### src/rtl/hazard_unit_mdu.sv
// Hazard unit for the 5-stage MIPS pipeline: E-stage and D-stage forwarding,
// load-use / branch / multiply-divide stall generation, an MDU busy tracker
// and a saturating counter of stalled cycles.
module hazard_unit_mdu #(
    parameter int REG_AW      = 5,
    parameter int MDU_LATENCY = 4,
    parameter int CNT_LAT_W   = 4,
    parameter int STALL_CNT_W = 16
) (
    input  logic                   clk,
    input  logic                   reset_n,
    input  logic [REG_AW-1:0]      rsD,
    input  logic [REG_AW-1:0]      rtD,
    input  logic [REG_AW-1:0]      rsE,
    input  logic [REG_AW-1:0]      rtE,
    input  logic [REG_AW-1:0]      WriteRegE,
    input  logic [REG_AW-1:0]      WriteRegM,
    input  logic [REG_AW-1:0]      WriteRegW,
    input  logic                   RegWriteE,
    input  logic                   RegWriteM,
    input  logic                   RegWriteW,
    input  logic                   MemtoRegE,
    input  logic                   MemtoRegM,
    input  logic                   BranchD,
    input  logic                   MduStartD,
    input  logic                   MduStartE,
    input  logic                   MduReadD,
    input  logic                   StallClr,
    output logic [1:0]             ForwardAE,
    output logic [1:0]             ForwardBE,
    output logic                   ForwardAD,
    output logic                   ForwardBD,
    output logic                   StallF,
    output logic                   StallD,
    output logic                   FlushE,
    output logic                   MduBusy,
    output logic [STALL_CNT_W-1:0] StallCount
);

    typedef enum logic [0:0] {
        IDLE = 1'b0,
        BUSY = 1'b1
    } mdu_state_t;

    localparam logic [REG_AW-1:0]      REG_ZERO  = {REG_AW{1'b0}};
    localparam logic [CNT_LAT_W-1:0]   LAT_LOAD  = CNT_LAT_W'(MDU_LATENCY - 1);
    localparam logic [CNT_LAT_W-1:0]   LAT_ZERO  = {CNT_LAT_W{1'b0}};
    localparam logic [CNT_LAT_W-1:0]   LAT_ONE   = CNT_LAT_W'(1);
    localparam logic [STALL_CNT_W-1:0] STALL_MAX = {STALL_CNT_W{1'b1}};
    localparam logic [STALL_CNT_W-1:0] STALL_ONE = STALL_CNT_W'(1);

    mdu_state_t             state_r;
    mdu_state_t             state_nxt_s;
    logic [CNT_LAT_W-1:0]   lat_cnt_r;
    logic [CNT_LAT_W-1:0]   lat_cnt_nxt_s;
    logic [STALL_CNT_W-1:0] stall_cnt_r;
    logic                   rs_d_nz_s;
    logic                   rt_d_nz_s;
    logic                   lw_stall_s;
    logic                   branch_stall_s;
    logic                   mdu_stall_s;
    logic                   stall_s;

    // Register 0 is hard-wired to zero, so a zero source never creates a dependency.
    assign rs_d_nz_s = (rsD != REG_ZERO);
    assign rt_d_nz_s = (rtD != REG_ZERO);

    // E-stage operand forwarding; the younger M-stage result beats W.
    always_comb begin
        ForwardAE = 2'b00;
        ForwardBE = 2'b00;
        if ((rsE != REG_ZERO) && (rsE == WriteRegM) && RegWriteM) begin
            ForwardAE = 2'b10;
        end else if ((rsE != REG_ZERO) && (rsE == WriteRegW) && RegWriteW) begin
            ForwardAE = 2'b01;
        end else begin
            ForwardAE = 2'b00;
        end
        if ((rtE != REG_ZERO) && (rtE == WriteRegM) && RegWriteM) begin
            ForwardBE = 2'b10;
        end else if ((rtE != REG_ZERO) && (rtE == WriteRegW) && RegWriteW) begin
            ForwardBE = 2'b01;
        end else begin
            ForwardBE = 2'b00;
        end
    end

    // D-stage branch-comparator forwarding from the M-stage ALU result.
    always_comb begin
        ForwardAD = rs_d_nz_s && (rsD == WriteRegM) && RegWriteM;
        ForwardBD = rt_d_nz_s && (rtD == WriteRegM) && RegWriteM;
    end

    // Stall sources; any active one freezes F/D and bubbles E in the same cycle.
    always_comb begin
        lw_stall_s     = MemtoRegE && (rtE != REG_ZERO) &&
                         ((rtE == rsD) || (rtE == rtD));
        branch_stall_s = BranchD &&
                         ((RegWriteE && ((rs_d_nz_s && (WriteRegE == rsD)) ||
                                         (rt_d_nz_s && (WriteRegE == rtD)))) ||
                          (MemtoRegM && ((rs_d_nz_s && (WriteRegM == rsD)) ||
                                         (rt_d_nz_s && (WriteRegM == rtD)))));
        mdu_stall_s    = (MduStartE || MduBusy) && (MduReadD || MduStartD);
        stall_s        = lw_stall_s || branch_stall_s || mdu_stall_s;
        StallF         = stall_s;
        StallD         = stall_s;
        FlushE         = stall_s;
    end

    // MDU tracker next state: a new issue while BUSY is ignored.
    always_comb begin
        state_nxt_s   = state_r;
        lat_cnt_nxt_s = lat_cnt_r;
        case (state_r)
            IDLE: begin
                if (MduStartE) begin
                    state_nxt_s   = BUSY;
                    lat_cnt_nxt_s = LAT_LOAD;
                end else begin
                    state_nxt_s   = IDLE;
                    lat_cnt_nxt_s = lat_cnt_r;
                end
            end
            BUSY: begin
                if (lat_cnt_r == LAT_ZERO) begin
                    state_nxt_s   = IDLE;
                    lat_cnt_nxt_s = LAT_ZERO;
                end else begin
                    state_nxt_s   = BUSY;
                    lat_cnt_nxt_s = lat_cnt_r - LAT_ONE;
                end
            end
            default: begin
                state_nxt_s   = IDLE;
                lat_cnt_nxt_s = LAT_ZERO;
            end
        endcase
    end

    // MDU tracker state and latency counter registers.
    always_ff @(posedge clk or negedge reset_n) begin
        if (!reset_n) begin
            state_r   <= IDLE;
            lat_cnt_r <= LAT_ZERO;
        end else begin
            state_r   <= state_nxt_s;
            lat_cnt_r <= lat_cnt_nxt_s;
        end
    end

    assign MduBusy = (state_r == BUSY);

    // Stalled-cycle counter: clear has priority, increments stick at all ones.
    always_ff @(posedge clk or negedge reset_n) begin
        if (!reset_n) begin
            stall_cnt_r <= {STALL_CNT_W{1'b0}};
        end else if (StallClr) begin
            stall_cnt_r <= {STALL_CNT_W{1'b0}};
        end else if (stall_s && (stall_cnt_r != STALL_MAX)) begin
            stall_cnt_r <= stall_cnt_r + STALL_ONE;
        end else begin
            stall_cnt_r <= stall_cnt_r;
        end
    end

    assign StallCount = stall_cnt_r;

endmodule

### config.mk
export PLATFORM = sky130hd
export DESIGN_NAME = hazard_unit_mdu
export DESIGN_NICKNAME = d
export VERILOG_FILES = /design/src/rtl/hazard_unit_mdu.sv
export SDC_FILE = /design/constraint.sdc
export NUM_CORES = 1
export LEC_CHECK = 0
export CAP_MARGIN = 15
export CORE_UTILIZATION = 46
export CTS_BUF_LIST = sky130_fd_sc_hd__clkbuf_8 sky130_fd_sc_hd__clkbuf_16
export CTS_CLUSTER_DIAMETER = 80
export CTS_CLUSTER_SIZE = 28
export DETAILED_ROUTE_END_ITERATION = 8
export PLACE_DENSITY_LB_ADDON = 0.08
export SETUP_SLACK_MARGIN = 0.2
export SLEW_MARGIN = 5
export SYNTH_ARGS = -nofsm -noshare
export SYNTH_HDL_FRONTEND = slang
export SYNTH_SLANG_ARGS = --single-unit
### constraint.sdc
create_clock -name clk -period 2.8 [get_ports clk]
set_input_delay 0.56 -clock clk [delete_from_list [all_inputs] [get_ports clk]]
set_output_delay 0.56 -clock clk [all_outputs]
set_load 0.01 [all_outputs]
==> reports/summary.md <==
The run finished with clean final reports. The number of cells produced by synthesis is 234. In this run switching power makes up 36.2% of total power. The multi-input combinational cells in the finished layout cover a total of 0.00151 sq mm. Setup repair after global routing could not meet its margin everywhere.

The run gives 25.1% as the fraction of the yosys area taken by sequential cells. Buffers inserted during clock tree synthesis total 3. The final count of negative-setup-slack endpoints was 0.

The run gives 4730 um as the HPWL reported at the end of detailed placement. The filler cells instantiated in the layout total 383. The share of final-layout standard cells stronger than drive strength 1 was 31.1%; the maximum operating frequency was 0.382 GHz. The analysis attributes to net switching a power of 0.000387 W. The logs give 1.27 nW for the static leakage and 0.868 for the placer's final routability congestion estimate.

For the area of the core region, the log shows 0.00435 sq mm. Via count of the first global-routing pass: 2,037. Summing all flip-flop and latch instances after layout gives 526 sq um. The clock transition at the register clock pins on the worst setup and hold paths after CTS works out to 0.07 ns. Data on the critical path is required at its endpoint by 2.24 ns. The highest ir drop seen on vdd was 243 uV.

The most area-hungry cell type in the Yosys netlist is sky130_fd_sc_hd__dfrtp_1. The Yosys step of the flow raised 0 warnings. The final hold violation count was 0; the power density over the cells was 337 mW/mm^2. The die is 69.4 um wide.

Of the total power, registers draw 35.3%. For the net count of the finished layout, the log shows 387. In this run the most critical hold path is launched from lat_cnt_r[1]$_DFFE_PN0P_. Dominant register cell in the synthesized netlist: sky130_fd_sc_hd__dfrtp_1.

Data on the critical path arrives at its endpoint at 2.06 ns. Combinational logic burns 45.3% of the power. The share of synthesized flip-flops with an asynchronous set or reset was 100%. The highest net fanout along the worst path works out to 4. Maximum number of buffers from clock root to sink: 2.

The tools report the worst-case headroom to the max-slew limit as 80.6%. Critical path class: in2out. The tools report the detailed-routing iteration count for the pre-antenna-repair pass as 4. The worst setup path is captured at a primary output. Entering global routing, the biggest net connects 25 pins. The tools report the library cell used as clock root buffer as sky130_fd_sc_hd__clkbuf_8.

The first global-routing pass estimated 9470 um of wire. Across all setup checks in the final design, the least slack found is 0.183 ns. For the cell area after synthesis, the log shows 0.00209 sq mm. The floorplan step set the die height to 69.4 um. Clock skew on the completed layout was measured at 0.0161 ns. The wire length per cell was 15.0 um.

The clock network burns 19.3% of the power. The logs give 0 for the remaining global-route overflow and 0 for the number of antenna-violating nets in the routed design. Sorting the synthesized cells by area gives the leading types as sky130_fd_sc_hd__dfrtp_1 25%, sky130_fd_sc_hd__xnor2_1 18%, sky130_fd_sc_hd__a21oi_2 5.0%.

The floorplan has 24 rows. Internal power comes to 0.000684 W. Number of pins with negative max-slew slack in the final report: 0. In the post-synthesis netlist, the cell with the most instances is sky130_fd_sc_hd__xnor2_1. Across the run, the number of max-cap violations was 0. The commonest cells after synthesis are 42 x sky130_fd_sc_hd__xnor2_1, 21 x sky130_fd_sc_hd__dfrtp_1, 16 x sky130_fd_sc_hd__nand2_1. Summed over all layers, the routed wires come to 5850 um.

In the finished design, the share of the clock period the worst path needs comes to 93.5%. The DRC violations left is 0. The via count was 2,151.

In this run the critical register-to-register path is launched from StallCount[2]$_DFFE_PN0P_. The run gives 0 as the cts-stage hold buffer count. The path class of the tightest hold or removal check is reg2reg.

Counting every sink on the clock net gives 21. Total die area: 0.00482 sq mm. Number of enable flip-flop cells after synthesis: 0.

The tools report the type of element launching the critical path as an input port. The synthesized netlist contains 56 unique library cells. The post-synthesis sequential element count was 21; the count of H-tree levels built during CTS was 1. For this configuration, the core starts out at a cell density of 48.0%. For this run, the total global-route usage over all layers was measured as 24.5%. The shortest period the worst path allows was 2.62 ns. The synthesized area divided by synthesized cell count was 8.93 sq um; the worst setup slack before clock tree synthesis was -0.562 ns. The tightest hold path in the finished design has a slack of 0.560 ns. Relative to the synthesized area, the layout overhead comes to 52.2%. For this design the top-level I/O count stands at 73. The number of I/O port buffers came out at 72.

The latest clock arrival within the worst-skew pair was 0.27 ns; the number of vias per cell after detailed routing was 5.52. The logs give 0 for the initial antenna violation count and 102 for the count of routing violations after the opening detailed-route iteration. The most critical setup path has its startpoint at rtD[1]. TritonCTS built the clock tree. Counting every net in the synthesized netlist gives 282.

For the pin with the worst max-slew slack, the measured transition is 0.287 ns. In this run the biggest area consumer among cell types represents 25.1% of the synthesized area. 0 antenna diodes ended up in the layout.
power groups by stage:
stage	clock network (W)	logic (W)	registers [W]
after floorplan	0	0.000283	0.000368
final	0.000207	0.000486	0.000378
after detailed placement	0	0.000477	0.000383
after CTS	0.000214	0.000482	0.000377
after global routing	0.000220	0.000521	0.000384
after global placement	0	0.000465	0.000380
registers in the layout, summed over array words and instances (netlist names):
| name | flops |
|---|---|
| StallCount | 16 |
| MduBusy | 1 |
| lat_cnt_r | 4 |
repair_timing:
action                     in CTS  in global routing
gates resized for setup        88                  9
pin swaps                      14                  7
buffers inserted                5                  0
setup endpoints to repair      24                 13
worst max-delay path, cell delays in order:
cell	delay (ns)
sky130_fd_sc_hd__buf_2	0.11
sky130_fd_sc_hd__or4_4	0.52
sky130_fd_sc_hd__nor2_4	0.11
sky130_fd_sc_hd__o41ai_2	0.06
sky130_fd_sc_hd__a31o_1	0.23
sky130_fd_sc_hd__nor3_4	0.28
sky130_fd_sc_hd__inv_6	0.06
sky130_fd_sc_hd__buf_6	0.12
placed cells by master, fill, tap and decap left out, types with 9 or more instances in the layout:
cell type and instances:
sky130_fd_sc_hd__nand3_1 13, sky130_fd_sc_hd__buf_4 42, sky130_fd_sc_hd__a21oi_2 11, sky130_fd_sc_hd__xnor2_1 42, sky130_fd_sc_hd__clkdlybuf4s50_1 33, sky130_fd_sc_hd__dlygate4sd2_1 24, sky130_fd_sc_hd__dfrtp_1 21, sky130_fd_sc_hd__nor2_1 9
sky130_fd_sc_hd__nand2_1 16
final timing paths:
kind	to	slack (ns)	depth (start not counted)
setup / recovery	StallD	0.18	8
hold / removal	lat_cnt_r[1]$_DFFE_PN0P_	0.56	2
setup reg to reg	StallCount[4]$_DFFE_PN0P_	0.58	7
hold reg to reg	lat_cnt_r[1]$_DFFE_PN0P_	0.56	2
max in group asynchronous	StallCount[6]$_DFFE_PN0P_	1.94	2
min in group asynchronous	StallCount[8]$_DFFE_PN0P_	0.63	2
metrics by stage:
step           TNS, ns  total power, W  utilization (%)  instances  cell area (sq um)
3_3_place_gp     -6.30        0.000845             70.5        381               3070
4_1_cts              0         0.00107             72.1        390               3140
6_report             0         0.00107             73.0        390               3180
3_5_place_dp     -6.89        0.000860             70.5        381               3070
5_1_grt              0         0.00113             73.0        390               3180
2_1_floorplan        0        0.000651                -        234               2090
logic make-up (layout without fill, tap and decap cells):
logic type | Yosys count | count (layout) | synth area share [%]
AOI/OAI and AO/OA | 47 | 47 | 19.5
adders and majority gates | 1 | 1 | 0.599
muxes | 2 | 2 | 1.44
buffers and inverters | 23 | 127 | 6.17
xor gates and xnor gates | 50 | 50 | 21.0
DFF | 21 | 21 | 25.1
and+or+nand+nor | 90 | 90 | 26.2
per-layer routing:
metal / vias up / track usage (%) / part of all wire [%] / wire length (um)
met4: 0 / 7.94 / 1.9 / 113
met2: 81 / 41.6 / 48 / 2820
met1: 995 / 31.8 / 46 / 2670
li1: 1064 / - / - / -
met5: - / 0 / 0 / 0
met3: 11 / 3.49 / 4.2 / 246
final cells by class:
cell class              instances  share of cell area (%)
well taps                      52                    2.05
multi-input cells             190                    47.4
clock buffers                   3                    1.30
inverters                       7                   0.983
flip-flops and latches         21                    16.5
repair buffers                116                    31.6
clock inverters                 1                   0.157
(Power assumes the default switching activity.)
